<file path="src/rtl/jtag_debug_bridge_v2_if.sv">
// Debug-bus connection between the bridge (master) and the memory-mapped debug fabric (slave).
interface jtag_debug_bridge_v2_if #(
  parameter int DATA_WIDTH = 16,
  parameter int ADDR_WIDTH = 16
);
  logic                  dbg_req;
  logic                  dbg_wr;
  logic [ADDR_WIDTH-1:0] dbg_addr;
  logic [DATA_WIDTH-1:0] dbg_wr_val;
  logic [DATA_WIDTH-1:0] dbg_rd_val;
  logic                  dbg_ack;

  modport master (
    output dbg_req, dbg_wr, dbg_addr, dbg_wr_val,
    input  dbg_rd_val, dbg_ack
  );

  modport slave (
    input  dbg_req, dbg_wr, dbg_addr, dbg_wr_val,
    output dbg_rd_val, dbg_ack
  );
endinterface

</file>
<file path="src/rtl/jtag_debug_bridge_v2.sv">
// JTAG debug bridge: scan registers, CPU run control and debug-bus master, all in the clk domain.
module jtag_debug_bridge_v2 #(
  parameter int          DATA_WIDTH     = 16,
  parameter int          ADDR_WIDTH     = 16,
  parameter int          PROC_WIDTH     = 8,
  parameter logic [31:0] IDCODE         = 32'h53454c49,
  parameter int          TIMEOUT_CYCLES = 1024
) (
  input  logic                  clk,
  input  logic                  reset_n,
  input  logic [2:0]            ir,
  input  logic                  tdi,
  output logic                  tdo,
  input  logic                  sdr,
  input  logic                  cdr,
  input  logic                  udr,
  input  logic                  debug_stopped,
  output logic                  debug_seize,
  output logic                  debug_reset,
  output logic                  debug_run,
  output logic [PROC_WIDTH-1:0] debug_proc,
  input  logic [DATA_WIDTH-1:0] debug_val,
  jtag_debug_bridge_v2_if.master dbg
);

  localparam int              CNT_W   = $clog2(TIMEOUT_CYCLES);
  localparam logic [CNT_W-1:0] CNT_MAX = CNT_W'(TIMEOUT_CYCLES - 1);

  localparam logic [2:0] IR_IDCODE = 3'd0;
  localparam logic [2:0] IR_STATUS = 3'd1;
  localparam logic [2:0] IR_VALUE  = 3'd2;
  localparam logic [2:0] IR_RUN    = 3'd3;
  localparam logic [2:0] IR_ADDR   = 3'd4;

  typedef enum logic [1:0] {IDLE, BUS, RUN_START, RUN_STOP} state_e;

  state_e                  state_q, state_d;
  logic                    busy;
  logic                    bypass_q;
  logic [31:0]             idSr_q;
  logic [16:0]             statusSr_q;
  logic [DATA_WIDTH+1:0]   valueSr_q;
  logic [PROC_WIDTH-1:0]   procSr_q;
  logic [ADDR_WIDTH-1:0]   addrSr_q;
  logic [ADDR_WIDTH-1:0]   addr_q;
  logic [DATA_WIDTH-1:0]   shadow_q;
  logic [DATA_WIDTH-1:0]   busWrVal_q;
  logic                    busWr_q;
  logic                    autoInc_q;
  logic                    overrun_q;
  logic                    timeout_q;
  logic                    debugSeize_q;
  logic                    debugReset_q;
  logic                    debugRun_q;
  logic [PROC_WIDTH-1:0]   debugProc_q;
  logic [CNT_W-1:0]        timeoutCnt_q;

  logic                    isIdle, updStrobe, statusWrite, clearErr;
  logic                    valueStart, runStart, addrLoad, overrunSet;
  logic                    timeoutHit, busDone, runDone, timeoutEvent;
  logic [16:0]             statusCapture;
  logic [DATA_WIDTH+1:0]   valueCapture;

  // Update only fires when neither capture nor shift claims the register this cycle.
  assign isIdle      = (state_q == IDLE);
  assign updStrobe   = udr & ~cdr & ~sdr;
  assign statusWrite = updStrobe & (ir == IR_STATUS) & statusSr_q[16];
  assign clearErr    = statusWrite & statusSr_q[2];
  assign valueStart  = updStrobe & (ir == IR_VALUE) &
                       (valueSr_q[DATA_WIDTH] | valueSr_q[DATA_WIDTH+1]);
  assign runStart    = updStrobe & (ir == IR_RUN);
  assign addrLoad    = updStrobe & (ir == IR_ADDR);
  assign overrunSet  = ~isIdle & (valueStart | runStart | addrLoad);

  // Completion wins over timeout when both land on the same cycle.
  assign timeoutHit   = (timeoutCnt_q == CNT_MAX);
  assign busDone      = (state_q == BUS) & dbg.dbg_ack;
  assign runDone      = (state_q == RUN_STOP) & debug_stopped;
  assign timeoutEvent = timeoutHit & (((state_q == BUS) & ~dbg.dbg_ack) |
                                      ((state_q == RUN_START) & debug_stopped) |
                                      ((state_q == RUN_STOP) & ~debug_stopped));

  assign statusCapture = {1'b0, 11'b0, overrun_q, timeout_q, busy, debugReset_q, ~debug_stopped};
  assign valueCapture  = {1'b0, ~busy, shadow_q};

  // Scan output: selected register LSB while shifting, bypass flop otherwise.
  always_comb begin
    tdo = bypass_q;
    if (sdr) begin
      case (ir)
        IR_IDCODE: tdo = idSr_q[0];
        IR_STATUS: tdo = statusSr_q[0];
        IR_VALUE:  tdo = valueSr_q[0];
        IR_RUN:    tdo = procSr_q[0];
        IR_ADDR:   tdo = addrSr_q[0];
        default:   tdo = bypass_q;
      endcase
    end
  end

  // Scan registers: capture beats shift; tdi enters at the MSB.
  always_ff @(posedge clk or negedge reset_n) begin
    if (!reset_n) begin
      bypass_q   <= 1'b0;
      idSr_q     <= '0;
      statusSr_q <= '0;
      valueSr_q  <= '0;
      procSr_q   <= '0;
      addrSr_q   <= '0;
    end else begin
      bypass_q <= tdi;
      case (ir)
        IR_IDCODE: begin
          if (cdr)      idSr_q <= IDCODE;
          else if (sdr) idSr_q <= {tdi, idSr_q[31:1]};
        end
        IR_STATUS: begin
          if (cdr)      statusSr_q <= statusCapture;
          else if (sdr) statusSr_q <= {tdi, statusSr_q[16:1]};
        end
        IR_VALUE: begin
          if (cdr)      valueSr_q <= valueCapture;
          else if (sdr) valueSr_q <= {tdi, valueSr_q[DATA_WIDTH+1:1]};
        end
        IR_RUN: begin
          if (cdr)      procSr_q <= debugProc_q;
          else if (sdr) procSr_q <= {tdi, procSr_q[PROC_WIDTH-1:1]};
        end
        IR_ADDR: begin
          if (cdr)      addrSr_q <= addr_q;
          else if (sdr) addrSr_q <= {tdi, addrSr_q[ADDR_WIDTH-1:1]};
        end
        default: ;
      endcase
    end
  end

  // FSM state register; reset aborts any transaction in flight.
  always_ff @(posedge clk or negedge reset_n) begin
    if (!reset_n) state_q <= IDLE;
    else          state_q <= state_d;
  end

  // FSM next state.
  always_comb begin
    state_d = state_q;
    case (state_q)
      IDLE: begin
        if (valueStart)    state_d = BUS;
        else if (runStart) state_d = RUN_START;
      end
      BUS: begin
        if (dbg.dbg_ack || timeoutHit) state_d = IDLE;
      end
      RUN_START: begin
        if (!debug_stopped)  state_d = RUN_STOP;
        else if (timeoutHit) state_d = IDLE;
      end
      RUN_STOP: begin
        if (debug_stopped || timeoutHit) state_d = IDLE;
      end
      default: state_d = IDLE;
    endcase
  end

  // FSM outputs; dbg_req is decoded from state so reset drops it without a clock.
  always_comb begin
    busy        = (state_q != IDLE);
    dbg.dbg_req = (state_q == BUS);
  end

  assign dbg.dbg_wr     = busWr_q;
  assign dbg.dbg_addr   = addr_q;
  assign dbg.dbg_wr_val = busWrVal_q;
  assign debug_seize    = debugSeize_q;
  assign debug_reset    = debugReset_q;
  assign debug_run      = debugRun_q;
  assign debug_proc     = debugProc_q;

  // Control, sticky errors, address, shadow and timeout counter.
  always_ff @(posedge clk or negedge reset_n) begin
    if (!reset_n) begin
      addr_q       <= '0;
      shadow_q     <= '0;
      busWrVal_q   <= '0;
      busWr_q      <= 1'b0;
      autoInc_q    <= 1'b0;
      overrun_q    <= 1'b0;
      timeout_q    <= 1'b0;
      debugSeize_q <= 1'b1;
      debugReset_q <= 1'b0;
      debugRun_q   <= 1'b0;
      debugProc_q  <= '0;
      timeoutCnt_q <= '0;
    end else begin
      debugRun_q <= 1'b0;
      overrun_q  <= (overrun_q & ~clearErr) | overrunSet;
      timeout_q  <= (timeout_q & ~clearErr) | timeoutEvent;
      if (statusWrite) begin
        debugSeize_q <= ~statusSr_q[0];
        debugReset_q <= statusSr_q[1];
        autoInc_q    <= statusSr_q[3];
      end
      if (isIdle) begin
        if (valueStart) begin
          busWr_q    <= valueSr_q[DATA_WIDTH];
          busWrVal_q <= valueSr_q[DATA_WIDTH-1:0];
        end else if (runStart) begin
          debugRun_q  <= 1'b1;
          debugProc_q <= procSr_q;
        end
        if (addrLoad) addr_q <= addrSr_q;
      end
      if (busDone) begin
        if (!busWr_q) shadow_q <= dbg.dbg_rd_val;
        if (autoInc_q) addr_q <= addr_q + ADDR_WIDTH'(1);
      end
      if (runDone) shadow_q <= debug_val;
      if (isIdle) timeoutCnt_q <= '0;
      else        timeoutCnt_q <= timeoutCnt_q + CNT_W'(1);
    end
  end

endmodule

</file>
<file path="src/flat_wrapper.sv">
// flat-port wrapper written by rule: the top's interface ports become plain ports
module jtag_debug_bridge_v2_flat 
#(
  parameter int          DATA_WIDTH     = 16,
  parameter int          ADDR_WIDTH     = 16,
  parameter int          PROC_WIDTH     = 8,
  parameter logic [31:0] IDCODE         = 32'h53454c49,
  parameter int          TIMEOUT_CYCLES = 1024
)
  (clk, reset_n, ir, tdi, tdo, sdr, cdr, udr, debug_stopped, debug_seize, debug_reset, debug_run, debug_proc, debug_val, dbg_dbg_req, dbg_dbg_wr, dbg_dbg_addr, dbg_dbg_wr_val, dbg_dbg_rd_val, dbg_dbg_ack);
  jtag_debug_bridge_v2_if #(.DATA_WIDTH(DATA_WIDTH), .ADDR_WIDTH(ADDR_WIDTH)) dbg_i ();
  input  logic clk;
  input  logic reset_n;
  input  logic [2:0] ir;
  input  logic tdi;
  output logic tdo;
  input  logic sdr;
  input  logic cdr;
  input  logic udr;
  input  logic debug_stopped;
  output logic debug_seize;
  output logic debug_reset;
  output logic debug_run;
  output logic [PROC_WIDTH-1:0] debug_proc;
  input  logic [DATA_WIDTH-1:0] debug_val;
  output wire logic [$bits(dbg_i.dbg_req)-1:0] dbg_dbg_req;
  output wire logic [$bits(dbg_i.dbg_wr)-1:0] dbg_dbg_wr;
  output wire logic [$bits(dbg_i.dbg_addr)-1:0] dbg_dbg_addr;
  output wire logic [$bits(dbg_i.dbg_wr_val)-1:0] dbg_dbg_wr_val;
  input wire logic [$bits(dbg_i.dbg_rd_val)-1:0] dbg_dbg_rd_val;
  input wire logic [$bits(dbg_i.dbg_ack)-1:0] dbg_dbg_ack;
  assign dbg_dbg_req = dbg_i.dbg_req;
  assign dbg_dbg_wr = dbg_i.dbg_wr;
  assign dbg_dbg_addr = dbg_i.dbg_addr;
  assign dbg_dbg_wr_val = dbg_i.dbg_wr_val;
  assign dbg_i.dbg_rd_val = dbg_dbg_rd_val;
  assign dbg_i.dbg_ack = dbg_dbg_ack;
  jtag_debug_bridge_v2 #(.DATA_WIDTH(DATA_WIDTH), .ADDR_WIDTH(ADDR_WIDTH), .PROC_WIDTH(PROC_WIDTH), .IDCODE(IDCODE), .TIMEOUT_CYCLES(TIMEOUT_CYCLES)) u_core (.clk(clk), .reset_n(reset_n), .ir(ir), .tdi(tdi), .tdo(tdo), .sdr(sdr), .cdr(cdr), .udr(udr), .debug_stopped(debug_stopped), .debug_seize(debug_seize), .debug_reset(debug_reset), .debug_run(debug_run), .debug_proc(debug_proc), .debug_val(debug_val), .dbg(dbg_i));
endmodule
</file>
<file path="config.mk">
export PLATFORM = sky130hd
export DESIGN_NAME = jtag_debug_bridge_v2_flat
export DESIGN_NICKNAME = d
export VERILOG_FILES = /design/src/rtl/jtag_debug_bridge_v2_if.sv /design/src/rtl/jtag_debug_bridge_v2.sv /design/src/flat_wrapper.sv
export SDC_FILE = /design/constraint.sdc
export NUM_CORES = 1
export LEC_CHECK = 0
export ABC_AREA = 1
export BUFFER_PORTS_ARGS = -buffer_cell sky130_fd_sc_hd__buf_2
export CORE_ASPECT_RATIO = 1.4
export CORE_MARGIN = 8
export CORE_UTILIZATION = 42
export CTS_CLUSTER_DIAMETER = 200
export DETAILED_ROUTE_END_ITERATION = 16
export PLACE_DENSITY = 0.69
export SLEW_MARGIN = 20
export SYNTH_ARGS = -nofsm -noshare
export SYNTH_HDL_FRONTEND = slang
export SYNTH_SLANG_ARGS = --single-unit
</file>
<file path="constraint.sdc">
create_clock -name clk -period 1.7 [get_ports clk]
set_clock_uncertainty 0.1 [all_clocks]
set_input_delay 0.255 -clock clk [delete_from_list [all_inputs] [get_ports clk]]
set_output_delay 0.255 -clock clk [all_outputs]
set_load 0.1 [all_outputs]
</file>
==> reports/results.tsv <==
metric	value	unit
outcome	finished with violations	
violations	negative setup slack	
fmax	0.572	GHz
cts_root_buffer	clkbuf_16	
preCtsSetupSlack	13.2	ps
hold_violations	0	
area_growth	22.2	%
via_count	6601	
antenna_found_initial	1	
synthArstFlopShare	1.00	
p_per_area	1660	nW/um^2
fin_cells	1291	
crit_family	flip-flops	
io_pins	89	
drt-vias-per-instance	5.11	
yosysWarnings	0	
core_area	18400	sq um
slowest_stage	dfrtp_1	
cp.arrival	1390	ps
start_util	0.424	
io_buffers	88	
clockPowerShare	0.235	
rsz0062_at_grt	true	
swShare	0.456	
dp_cells	1239	
hold_class	input port to flip-flop	
min_period	1750	ps
drc_errors	0	
final.setup.worst_slack	-48.8	ps
final_max_slew_viol_count	0	
chipWidth	131	um
ant_nets	0	
path_class	flip-flop to output pin	
grt_use_total	0.167	
p_comb_frac	0.395	
grt-ovfl-total	0	
grt_pass1_wl	31.7	mm
ctsLongestPathBuffers	2	
worstSetupEndpointType	output pin	
drtPass1Iterations	5	
vdd_drop_max	1390	uV
critPathMaxStageDelay	360	ps
p_int	8630	uW
seqPwrFrac	0.369	
synth_seq_area_share	0.536	
syn_inst	921	
syn_area_per_cell	8.47	sq um
finalSetupViolCount	1	
routed_wl	18.8	mm
hold_start	dbg_dbg_rd_val[1]	
h-tree-depth	4	
switching_power	7240	uW
layout_commonest_cell	nand2_1	
rows	59	
critical_path.max_fanout	2	
ys_ff_latch	167	
final_cell_mix	207 x nand2_1, 149 x dfrtp_1, 130 x inv_1, 81 x buf_2, 69 x o21ai_0	
die_y	177	um
cellLeakagePower	0.00466	uW
final_nets	1078	
synth_area	7800	sq um
worstMarginPinSlew	506	ps
cpMostUsedCell	nor2_2	
cts.sink_count	167	
routedWlPerCell	14.6	um
critPathLaunch	u_core.procSr_q[0]	
relSlewSlack	0.665	
cts_tree	yes	
path_clk_slew	60	ps
r2r-start	u_core.state_q[1]	
gp_congestion	0.847	
dpl.hpwl	13.5	mm
grt_max_degree	47	
cap_viol_max_count	0	
drt_iter0_markers	439	
critPathRequiredTime	1340	ps
p_total	15900	uW
path_cells	inv_2 > nor2_2 > nor2_2 > a31oi_4 > buf_12	
cp-start-kind	flip-flop	
synth_edf_count	0	
clk_latency	430	ps
dieArea	23300	sq um
grt_pass1_vias	6535	
syn_nets	966	
drive_gt1_frac	0.202	
path_buf_inv	2	
whs	15.6	ps
synthFlopType	dfrtp_1	
fin_setup_tns	-48.8	ps
synth.distinct_cells	38	
cts_buffers	17	
post-route-period-util	1.03	
==> cell type report <==
| cell class | count | area (sq um) |
|---|---|---|
| diodes | 1 | 2.50 |
| clock buffers | 18 | 429 |
| clock inverters | 14 | 140 |
| fillers | 1716 | 8850 |
| inverters | 141 | 537 |
| multi-input cells | 569 | 2920 |
| flip-flops and latches | 167 | 4210 |
| well taps | 244 | 305 |
| repair buffers | 137 | 995 |
==> worst paths after layout <==
check                           slack [ps]                endpoint  depth (start not counted)
min in group asynchronous              200       u_core.idSr_q[20]                          2
worst max-delay path                   -50                     tdo                          5
worst min register to register         330      u_core.debug_seize                          1
max in group asynchronous              700   u_core.statusSr_q[14]                          3
worst max register to register         100  u_core.dbg.dbg_addr[4]                          9
worst min-delay path                    20      u_core.shadow_q[1]                          3
==> per-layer routing <==
| layer | routed length [um] | track usage | vias to the layer above |
|---|---|---|---|
| met4 | 552 | 0.0806 | 0 |
| met3 | 679 | 0.0335 | 39 |
| met1 | 8130 | 0.201 | 3152 |
| met2 | 9440 | 0.281 | 151 |
| met5 | 0 | 0 | - |
| li1 | - | - | 3259 |
==> flip-flops by register name, indices dropped and copies added (netlist names), 2 cells and up <==
register / flops
u_core.statusSr_q: 17
u_core.debug_proc: 8
u_core.shadow_q: 16
u_core.state_q: 2
u_core.valueSr_q: 18
u_core.dbg.dbg_addr: 16
u_core.procSr_q: 8
u_core.addrSr_q: 16
u_core.timeoutCnt_q: 10
u_core.dbg.dbg_wr_val: 16
u_core.idSr_q: 32
==> kinds of logic after synthesis <==
| kind of cell | count (synthesis) | synth area share |
|---|---|---|
| simple gates | 363 | 0.205 |
| compound gates | 202 | 0.156 |
| buf+inv | 185 | 0.0983 |
| flops | 167 | 0.536 |
| xor+xnor | 2 | 0.00225 |
| fa+ha+maj | 2 | 0.00321 |
==> worst min-delay path, stage by stage <==
cell     delay (ps)
buf_2           110
nand2_1          60
a31oi_1          70
==> through the flow <==
stage / instance area [sq um] / util
4_1_cts: 9480 / 0.515
2_1_floorplan: 7860 / -
3_5_place_dp: 8730 / 0.475
5_1_grt: 9530 / 0.519
3_3_place_gp: 8730 / 0.475
6_report: 9530 / 0.519
==> cell usage after synthesis (4+ instances only) <==
cell type,n,area share
a21oi_1,11,0.0071
o211ai_1,38,0.037
o21ai_0,70,0.045
inv_2,4,0.0019
dfrtp_1,166,0.53
nand4_1,19,0.015
buf_2,30,0.019
nor3_1,4,0.0026
o21ai_1,18,0.012
a31oi_1,16,0.013
nand2_1,208,0.10
nor2_1,57,0.027
a22oi_1,11,0.011
o22ai_1,28,0.022
o21a_1,7,0.0067
clkbuf_1,7,0.0034
nor2_4,4,0.0058
inv_1,137,0.066
nor2_2,4,0.0032
nand3_1,56,0.036
==> repair_timing <==
item / 4_1_cts / 5_1_grt
pin swaps: 1 / 5
hold buffers: 16 / 0
hold endpoints to repair: 64 / 0
buffers inserted: 0 / 3
resized for setup: 9 / 11
setup endpoints to repair: 3 / 19
==> power by group through the flow <==
stage / logic (uW) / clock network (uW) / registers, uW
global route: 6830 / 3960 / 6020
CTS: 6270 / 3810 / 5850
floorplan: 2330 / 0 / 8330
finish: 6280 / 3730 / 5860
global placement: 6110 / 0 / 5890
detailed placement: 6200 / 0 / 5910
(Power assumes the default switching activity.)
